==> config.mk <==
export PLATFORM = sky130hd
export DESIGN_NAME = hazard_scoreboard
export DESIGN_NICKNAME = d
export VERILOG_FILES = /design/src/rtl/hazard_pkg.sv /design/src/rtl/pending_scoreboard.sv /design/src/rtl/hazard_scoreboard.sv
export SDC_FILE = /design/constraint.sdc
export NUM_CORES = 1
export LEC_CHECK = 0
export BUFFER_PORTS_ARGS = -buffer_cell sky130_fd_sc_hd__buf_4
export CAP_MARGIN = 15
export CORE_MARGIN = 2
export CORE_UTILIZATION = 60
export CTS_BUF_LIST = sky130_fd_sc_hd__clkbuf_16
export DETAILED_ROUTE_END_ITERATION = 12
export GPL_TIMING_DRIVEN = 1
export MAX_ROUTING_LAYER = met4
export PLACE_DENSITY = 0.85
export SYNTH_ARGS = -nofsm -noshare
export SYNTH_HDL_FRONTEND = slang
export SYNTH_SLANG_ARGS = --single-unit
==> constraint.sdc <==
create_clock -name clk -period 19.7 [get_ports clk]
set_input_delay 5.91 -clock clk [delete_from_list [all_inputs] [get_ports clk]]
set_output_delay 5.91 -clock clk [all_outputs]
set_load 0.02 [all_outputs]
==> src/rtl/hazard_pkg.sv <==
// hazard_pkg: shared types and constants for the pipeline hazard controller.
package hazard_pkg;
  typedef enum logic [1:0] {
    FWD_NONE = 2'b00,
    FWD_MEM  = 2'b01,
    FWD_WB   = 2'b10
  } fwd_sel_e;
  // Upstream decode uses these to derive d_long (loads, mul/div in OP).
  localparam logic [6:0] OPCODE_LOAD   = 7'b0000011;
  localparam logic [6:0] OPCODE_STORE  = 7'b0100011;
  localparam logic [6:0] OPCODE_OP     = 7'b0110011;
  localparam logic [6:0] OPCODE_OP_IMM = 7'b0010011;
  localparam logic [6:0] OPCODE_BRANCH = 7'b1100011;
  localparam logic [6:0] OPCODE_JAL    = 7'b1101111;
  localparam logic [6:0] OPCODE_JALR   = 7'b1100111;
endpackage

==> src/rtl/pending_scoreboard.sv <==
// pending_scoreboard: per-register pending-write bits, outstanding count and sticky error.
module pending_scoreboard #(
  parameter int NREGS = 32,
  parameter int RWIDTH = $clog2(NREGS),
  parameter int MAX_OUTSTANDING = 4,
  parameter int CNT_W = $clog2(MAX_OUTSTANDING + 1)
) (
  input  logic              clk,
  input  logic              reset,
  input  logic              set_i,
  input  logic [RWIDTH-1:0] set_rd_i,
  input  logic              lc_valid_i,
  input  logic [RWIDTH-1:0] lc_rd_i,
  output logic [NREGS-1:0]  sb_eff_o,
  output logic              clr_o,
  output logic [CNT_W-1:0]  pending_cnt_o,
  output logic              sb_err_o
);
  logic [NREGS-1:0] sb_q, sb_d;
  logic [CNT_W-1:0] cnt_q, cnt_d;
  logic err_q, err_d, hit, set_v;
  // A set and a clear on the same register cancel: the bit stays 1 and the count holds.
  always_comb begin
    hit = sb_q[lc_rd_i];
    set_v = set_i && set_rd_i != '0;
    clr_o = lc_valid_i && lc_rd_i != '0 && hit;
    sb_eff_o = sb_q & ~(NREGS'(clr_o) << lc_rd_i);
    sb_d = sb_eff_o | (NREGS'(set_v) << set_rd_i);
    cnt_d = cnt_q + CNT_W'(set_v) - CNT_W'(clr_o);
    err_d = err_q || (lc_valid_i && lc_rd_i != '0 && !hit);
  end
  always_ff @(posedge clk) begin
    if (reset) begin
      sb_q <= '0;
      cnt_q <= '0;
      err_q <= 1'b0;
    end else begin
      sb_q <= sb_d;
      cnt_q <= cnt_d;
      err_q <= err_d;
    end
  end
  assign pending_cnt_o = cnt_q;
  assign sb_err_o = err_q;
endmodule

==> src/rtl/hazard_scoreboard.sv <==
// hazard_scoreboard: scoreboard-based stall/flush control, EX forwarding and stall counter.
module hazard_scoreboard
  import hazard_pkg::*;
#(
  parameter int NREGS = 32,
  parameter int RWIDTH = $clog2(NREGS),
  parameter int MAX_OUTSTANDING = 4,
  parameter int CNT_W = $clog2(MAX_OUTSTANDING + 1),
  parameter int PERF_W = 32
) (
  input  logic              clk,
  input  logic              reset,
  input  logic              d_valid,
  input  logic [RWIDTH-1:0] d_rs1,
  input  logic [RWIDTH-1:0] d_rs2,
  input  logic              d_uses_rs1,
  input  logic              d_uses_rs2,
  input  logic [RWIDTH-1:0] d_rd,
  input  logic              d_regwren,
  input  logic              d_long,
  input  logic [RWIDTH-1:0] e_rs1,
  input  logic [RWIDTH-1:0] e_rs2,
  input  logic [RWIDTH-1:0] m_rd,
  input  logic [RWIDTH-1:0] w_rd,
  input  logic              m_regwren,
  input  logic              w_regwren,
  input  logic              lc_valid,
  input  logic [RWIDTH-1:0] lc_rd,
  input  logic              e_redirect,
  input  logic              mem_busy,
  output logic              stall_if,
  output logic              ifid_wren,
  output logic              ifid_flush,
  output logic              idex_flush,
  output logic              pipe_hold,
  output logic [1:0]        rs1_sel,
  output logic [1:0]        rs2_sel,
  output logic [CNT_W-1:0]  pending_cnt,
  output logic              sb_err,
  output logic [PERF_W-1:0] stall_cycles
);
  logic [NREGS-1:0] sb_eff;
  logic [PERF_W-1:0] perf_q, perf_d;
  logic clr, raw, waw, full, stall_d, issue;
  fwd_sel_e fwd1, fwd2;
  pending_scoreboard #(.NREGS(NREGS), .RWIDTH(RWIDTH), .MAX_OUTSTANDING(MAX_OUTSTANDING), .CNT_W(CNT_W)) u_sb (
    .clk(clk), .reset(reset),
    .set_i(issue && d_long && d_regwren), .set_rd_i(d_rd),
    .lc_valid_i(lc_valid), .lc_rd_i(lc_rd),
    .sb_eff_o(sb_eff), .clr_o(clr), .pending_cnt_o(pending_cnt), .sb_err_o(sb_err)
  );
  always_comb begin
    raw = (d_uses_rs1 && d_rs1 != '0 && sb_eff[d_rs1]) || (d_uses_rs2 && d_rs2 != '0 && sb_eff[d_rs2]);
    waw = d_regwren && d_rd != '0 && sb_eff[d_rd];
    full = d_long && (pending_cnt - CNT_W'(clr)) == CNT_W'(MAX_OUTSTANDING);
    stall_d = d_valid && (raw || waw || full);
    issue = d_valid && !mem_busy && !e_redirect && !stall_d;
    // mem_busy freezes everything, a redirect beats a decode stall.
    stall_if = mem_busy || (!e_redirect && stall_d);
    ifid_wren = !mem_busy && (e_redirect || !stall_d);
    ifid_flush = !mem_busy && e_redirect;
    idex_flush = !mem_busy && (e_redirect || stall_d);
    pipe_hold = mem_busy;
    fwd1 = (m_regwren && m_rd != '0 && m_rd == e_rs1) ? FWD_MEM :
           (w_regwren && w_rd != '0 && w_rd == e_rs1) ? FWD_WB : FWD_NONE;
    fwd2 = (m_regwren && m_rd != '0 && m_rd == e_rs2) ? FWD_MEM :
           (w_regwren && w_rd != '0 && w_rd == e_rs2) ? FWD_WB : FWD_NONE;
    rs1_sel = fwd1;
    rs2_sel = fwd2;
    perf_d = (stall_d && !e_redirect && !mem_busy && perf_q != '1) ? perf_q + PERF_W'(1) : perf_q;
  end
  always_ff @(posedge clk) begin
    if (reset) perf_q <= '0;
    else perf_q <= perf_d;
  end
  assign stall_cycles = perf_q;
endmodule

==> run metrics, run 1 <==
Max Clock Freq=0.0608 GHz; Placed Instance Area=around 6000 um^2; # rows=34; fraction of layout cells with a size suffix above 1=22.2%; Setup crit start kind=input port; cells along the critical path=buf_4, mux4_2, a32oi_1, nand3_1, nand2_1, nor2_1, ha_1, ha_1, xnor2_1, nor3_1, a221oi_1, nand4_1, a32oi_2, nand2_1, a31oi_1, inv_1, buf_4; design area=6300 um^2; Main synth FF type=dfxtp_1; Post CTS Setup Buffer Count=0; period utilization=around 83%; I/O Buffers=96; worst hold path depth=1; Fin Hold WS=a little under 0.5 ns; Max FO, Critical Path=24; Slew HR=37.6%; Reg clk slew, reported paths=~0.06 ns; clock skew=0.00762 ns; Initial DRC Count=583; ranking of synthesized cells by area=dfxtp_1 25%, mux4_2 7.1%, nand3_1 3.3%, mux2_2 3.3%, nor2_1 3.1%; number of setup violations in the final report=0; Synth top area share=25.2%; GRT Total Usage=37.5%; initial antenna violation count=0; Tightest Pin Transition=0.936 ns; outcome=finished, final reports clean; largest net degree at the start of global routing=72; pre-CTS setup slack=3.37 ns; ANT nets after route=0; Final Max Tran Viols=0; cell family with most CP delay=simple AND/OR/NAND/NOR gates; # nets final=774; YS warnings=0; Largest stage delay, worst path=roughly 0.70 ns; first-pass GRT wire length=between 20 and 30 mm; VDD IR-drop max=0.0000408 V; die height=98.8 um; Clock Tree Buf Depth=2; vias in the first global route=roughly 5,600; most used routing layer in global routing=met2; Syn Inst Count=661; routing usage on met2=58.9%; WP depth=17; H-tree depth=3; 1st-pass router iterations=5; post-synthesis average cell area=8.16 um^2; Setup WS post-layout=3.26 ns; root buf cell=clkbuf_16; #FFs+latches synth=68; Worst Hold Class=flop to flop; cts repair resizes=0; Post-synth EDFFs=0; setup TNS=0 ns; Design Power=366 uW; met3 usage=6.60%; CP Buf/Inv Count=3; Pwr Density=58.1 nW/um^2; Setup CP Type=input port to output pin; clk_lat worst skew=roughly 0.33 ns; top cell type by total area after synthesis=dfxtp_1; library cells used by synthesis=73; RSZ-0062 raised after global routing=false; Fillers=689; GRT met1 Usage=47.7%; CP max-delay cell=nand2_1; vias per std cell=around 7; Worst EP required=13.79 ns; Crit. End Element=output pin; via count=around 5,800; Synth Cell Area=5400 um^2; gpl congestion=about 1.0; Std-Cell Core Area=just under 9000 um^2; CTS tree=yes; DRC viols=0; Critical Path AT=10.53 ns; fin crit period=16.44 ns; static leakage=0.00229 uW; initial core utilization=~62%; Ports=97; width of the die=98.8 um; ANT cells=0; Num CTS Buffers=9; Final Routed Wirelength=17.9 mm; die area=9770 um^2; sequential area share after synthesis=between 20% and 30%; DR WL/cell=21.6 um; hpwl dp=13.0 mm; clk sinks=68; grt total ovfl=0; Area Overhead vs Synth=16.7%; # hold bufs at CTS=0; Syn Nets=719; worst r2r path cells=15; Async S/R FF share, synth=0%; Final Hold Viols=0; # Max-Cap Violations=0
Yosys cell counts (all sizes together) (13+ instances only):
library cell	count
mux4	17
nor3	13
dfxtp	68
mux2	16
nand3	38
xor2	14
o22ai	18
clkbuf	35
nor2	45
inv	24
nor2b	25
o21ai	37
a21oi	29
nand4	14
o211ai	15
xnor2	19
nand2	45
and3	15
buf	18
worst paths after layout:
path,from,endpoint,slack (ns)
worst max-delay path,lc_rd[0],stall_if,3.26
worst min-delay path,u_sb.sb_err_o,u_sb.sb_err_o,0.48
worst max register to register,u_sb.sb_q[15],u_sb.sb_q[2],14.34
worst min register to register,u_sb.sb_err_o,u_sb.sb_err_o,0.48
metal layers:
| metal | vias up | wire length, um |
|---|---|---|
| li1 | 2616 | - |
| met1 | 2698 | 6930 |
| met3 | 77 | 1940 |
| met2 | 384 | 8270 |
| met4 | 0 | 732 |
| met5 | - | 0 |
sequential cells by signal, indices dropped and copies added (netlist names):
name	flops
u_sb.sb_err_o	1
stall_cycles	32
u_sb.sb_q	32
u_sb.pending_cnt_o	3
cell families after synthesis:
| family | Yosys count | share of synthesized area [%] |
|---|---|---|
| buffers and inverters | 77 | 6.49 |
| xor gates and xnor gates | 33 | 5.36 |
| AOI/OAI and AO/OA | 177 | 23.5 |
| and+or+nand+nor | 259 | 26.0 |
| adders and majority gates | 6 | 1.53 |
| muxes | 41 | 11.9 |
| DFF | 68 | 25.2 |
through the flow:
step | cells | util [%]
finish | 829 | 72.2
global route | 829 | 72.2
CTS | 829 | 72.2
detailed placement | 813 | 68.8
global placement | 813 | 68.8
floorplan | 661 | -
layout make-up:
cell class / count / area (um^2) / share of cell area, %
Clock inverter: 7 / 73.8 / 1.17
Multi-Input combinational cell: 516 / 3680 / 58.5
Clock buffer: 9 / 225 / 3.58
Tap cell: 108 / 135 / 2.15
Timing Repair Buffer: 97 / 728 / 11.6
Inverter: 24 / 90.1 / 1.43
Sequential cell: 68 / 1360 / 21.6
worst reg2reg max path: cells and delay by family, from the launching register on:
| kind | cells | cell delay (ns) |
|---|---|---|
| multiplexers | 1 | 0.48 |
| flip-flops | 1 | 0.37 |
| AO/OA/AOI/OAI | 4 | 1.26 |
| XOR/XNOR | 1 | 0.18 |
| adder cells (fa/ha/maj) | 2 | 0.42 |
| AND/OR/NAND/NOR | 7 | 2.58 |
power by group:
group | total [uW] | leakage [uW] | internal (uW) | switching, uW
sequential | 140 | 0.000548 | 139 | 1.10
clock | 164 | 0.000146 | 98.6 | 65.2
combinational | 62.1 | 0.00159 | 23.3 | 38.8
placed cells by master, fill, tap and decap left out, drive strengths merged, types with 15 or more instances in the layout:
cell type and count:
a21oi 29, and3 15, buf 97, dfxtp 68, inv 26, mux2 16
mux4 17, nand2 45, nand3 38, nor2 45, nor2b 25, o211ai 15
o21ai 37, o22ai 18, xnor2 19
Power figures use the tool's default switching activity.
==> inputs of run 2 (changes only) <==
--- a/config.mk
+++ b/config.mk
@@ -8,12 +8,12 @@
 export BUFFER_PORTS_ARGS = -buffer_cell sky130_fd_sc_hd__buf_4
 export CAP_MARGIN = 15
 export CORE_MARGIN = 2
-export CORE_UTILIZATION = 60
+export CORE_UTILIZATION = 57
 export CTS_BUF_LIST = sky130_fd_sc_hd__clkbuf_16
 export DETAILED_ROUTE_END_ITERATION = 12
 export GPL_TIMING_DRIVEN = 1
 export MAX_ROUTING_LAYER = met4
-export PLACE_DENSITY = 0.85
+export PLACE_DENSITY = 0.81
 export SYNTH_ARGS = -nofsm -noshare
 export SYNTH_HDL_FRONTEND = slang
 export SYNTH_SLANG_ARGS = --single-unit
==> constraint.sdc (replaced) <==
create_clock -name clk -period 17.1 [get_ports clk]
set_input_delay 5.13 -clock clk [delete_from_list [all_inputs] [get_ports clk]]
set_output_delay 5.13 -clock clk [all_outputs]
set_load 0.02 [all_outputs]
==> run 2 against run 1 <==
Net effect: via count grew 2.0%; first-iteration DRC count grew 13%; largest power group unchanged; clock skew grew 0.0015 ns; worst hold slack gained 0.0065 ns.
==> run metrics, run 2 (same netlist as run 1, synthesis figures left out) <==
fin crit period=14.85 ns; Std-Cell Core Area=9200 um^2; Reg power frac=between 30 and 40%; 1st-pass router iterations=8; ANT nets after route=0; Fin Hold WS=0.489 ns; Final Routed Wirelength=18.7 mm; # nets final=774; initial core utilization=58.7%; Multi-input gate area=3680 um^2; hpwl dp=between 10 and 15 mm; Setup CP Type=input port to output pin; Tightest Pin Transition=0.919 ns; met2 WL post-DR=8.70 mm; wl on met1=around 6.9 mm; commonest non-fill, non-tap cell in the layout=buf_4; DR WL met3=2.35 mm; root buf cell=clkbuf_16; Int Pwr=329 uW; period utilization=86.8%; # Max-Cap Violations=0; clock skew=0.00915 ns; Slew HR=38.8%; Final Max Tran Viols=0; H-tree depth=3; initial antenna violation count=0; Worst EP required=11.97 ns; Post CTS Setup Buffer Count=0; DRC viols=0; # hold bufs at CTS=0; setup TNS=0 ns; first-pass GRT wire length=about 30 mm; CTS tree=yes; Largest stage delay, worst path=about 0.66 ns; Sw Pwr=120 uW; Ports=97; # rows=35; Max Clock Freq=0.0674 GHz; GRT Total Usage=between 30% and 40%; VDD IR-drop max=a little over 0.00005 V; Switching Fraction=between 20 and 30%; RSZ-0062 raised after global routing=false; Crit. End Element=output pin; sequential cell area=1360 um^2; Worst Hold Class=flop to flop; Initial DRC Count=roughly 660; Pwr Density=70.8 nW/um^2; CP max-delay cell=nand2_1; Setup crit start kind=input port; Top Layer Used=met4; Critical Path AT=9.72 ns; Area Overhead vs Synth=17.6%; fraction of layout cells with a size suffix above 1=22.1%; Clock Tree Buf Depth=2; grt total ovfl=0; ANT cells=0; outcome=finished, final reports clean; cts repair resizes=0; gpl congestion=1.10; Final Hold Viols=0; static leakage=0.00231 uW; vias in the first global route=5,732; clock network power share=48.0%; clk sinks=68; die area=around 10,000 um^2; Design Power=between 400 and 500 uW; worst hold path depth=1; width of the die=between 100 and 150 um; most frequent cells in the layout=97 x buf_4, 68 x dfxtp_1, 45 x nor2_1, 44 x nand2_1, 36 x nand3_1; via count=5,892; Fillers=747; DR WL/cell=22.5 um; die height=101 um; vias per std cell=7.08; utilization after layout=between 60% and 70%; largest net degree at the start of global routing=72; number of setup violations in the final report=0; Reg clk slew, reported paths=about 0.06 ns; Num CTS Buffers=9; Max FO, Critical Path=24; I/O Buffers=96; combinational power share=16.1%; cells along the critical path=buf_4, mux4_2, a32oi_1, nand3_1, nand2_1, nor2_1, ha_1, ha_1, xnor2_1, nor3_1, a221oi_1, nand4_1, a32oi_2, nand2_1, a31oi_1, inv_1, buf_4; worst r2r path cells=15; clk_lat worst skew=0.33 ns
[run 2: per-layer routing]
| layer | up-vias | GRT usage (%) |
|---|---|---|
| met5 | - | - |
| met2 | 436 | 61.6 |
| met1 | 2737 | 47.5 |
| met4 | 0 | 16.1 |
| li1 | 2626 | - |
| met3 | 93 | 7.11 |
[run 2: critical path, delay by kind of cell]
kind	cells	cell delay (ns)
AND/OR/NAND/NOR	6	1.64
buffers and inverters	3	0.51
AO/OA/AOI/OAI	4	1.29
XOR/XNOR	1	0.16
multiplexers	1	0.54
adder cells (fa/ha/maj)	2	0.42
[run 2: power by group through the flow]
stage | clock network [uW] | registers (uW) | logic [uW]
final | 216 | 161 | 72.5
after global routing | 222 | 161 | 77.8
after CTS | 215 | 161 | 70.7
after detailed placement | 0 | 164 | 70.4
after global placement | 0 | 164 | 69.1
after floorplan | 0 | 166 | 44.1
[run 2: area by class of cell]
class	count	area share, %
Clock buffer	9	3.55
Clock inverter	7	1.83
Inverter	24	1.42
Multi-Input combinational cell	516	58.1
Sequential cell	68	21.5
Tap cell	111	2.19
Timing Repair Buffer	97	11.5
[run 2: path summary, 6_finish.rpt]
check,startpoint,to,slack [ns]
worst max register to register,u_sb.sb_q[15],u_sb.sb_q[4],11.66
worst max-delay path,lc_rd[0],stall_if,2.25
worst min-delay path,u_sb.sb_err_o,u_sb.sb_err_o,0.49
worst min register to register,u_sb.sb_err_o,u_sb.sb_err_o,0.49
[run 2: per-stage QoR]
stage	std cells	area (um^2)	setup slack, ns
2_1_floorplan	661	5400	3.18
3_3_place_gp	816	6000	2.46
3_5_place_dp	816	6000	2.31
4_1_cts	832	6340	2.29
5_1_grt	832	6340	1.99
6_report	832	6340	2.25
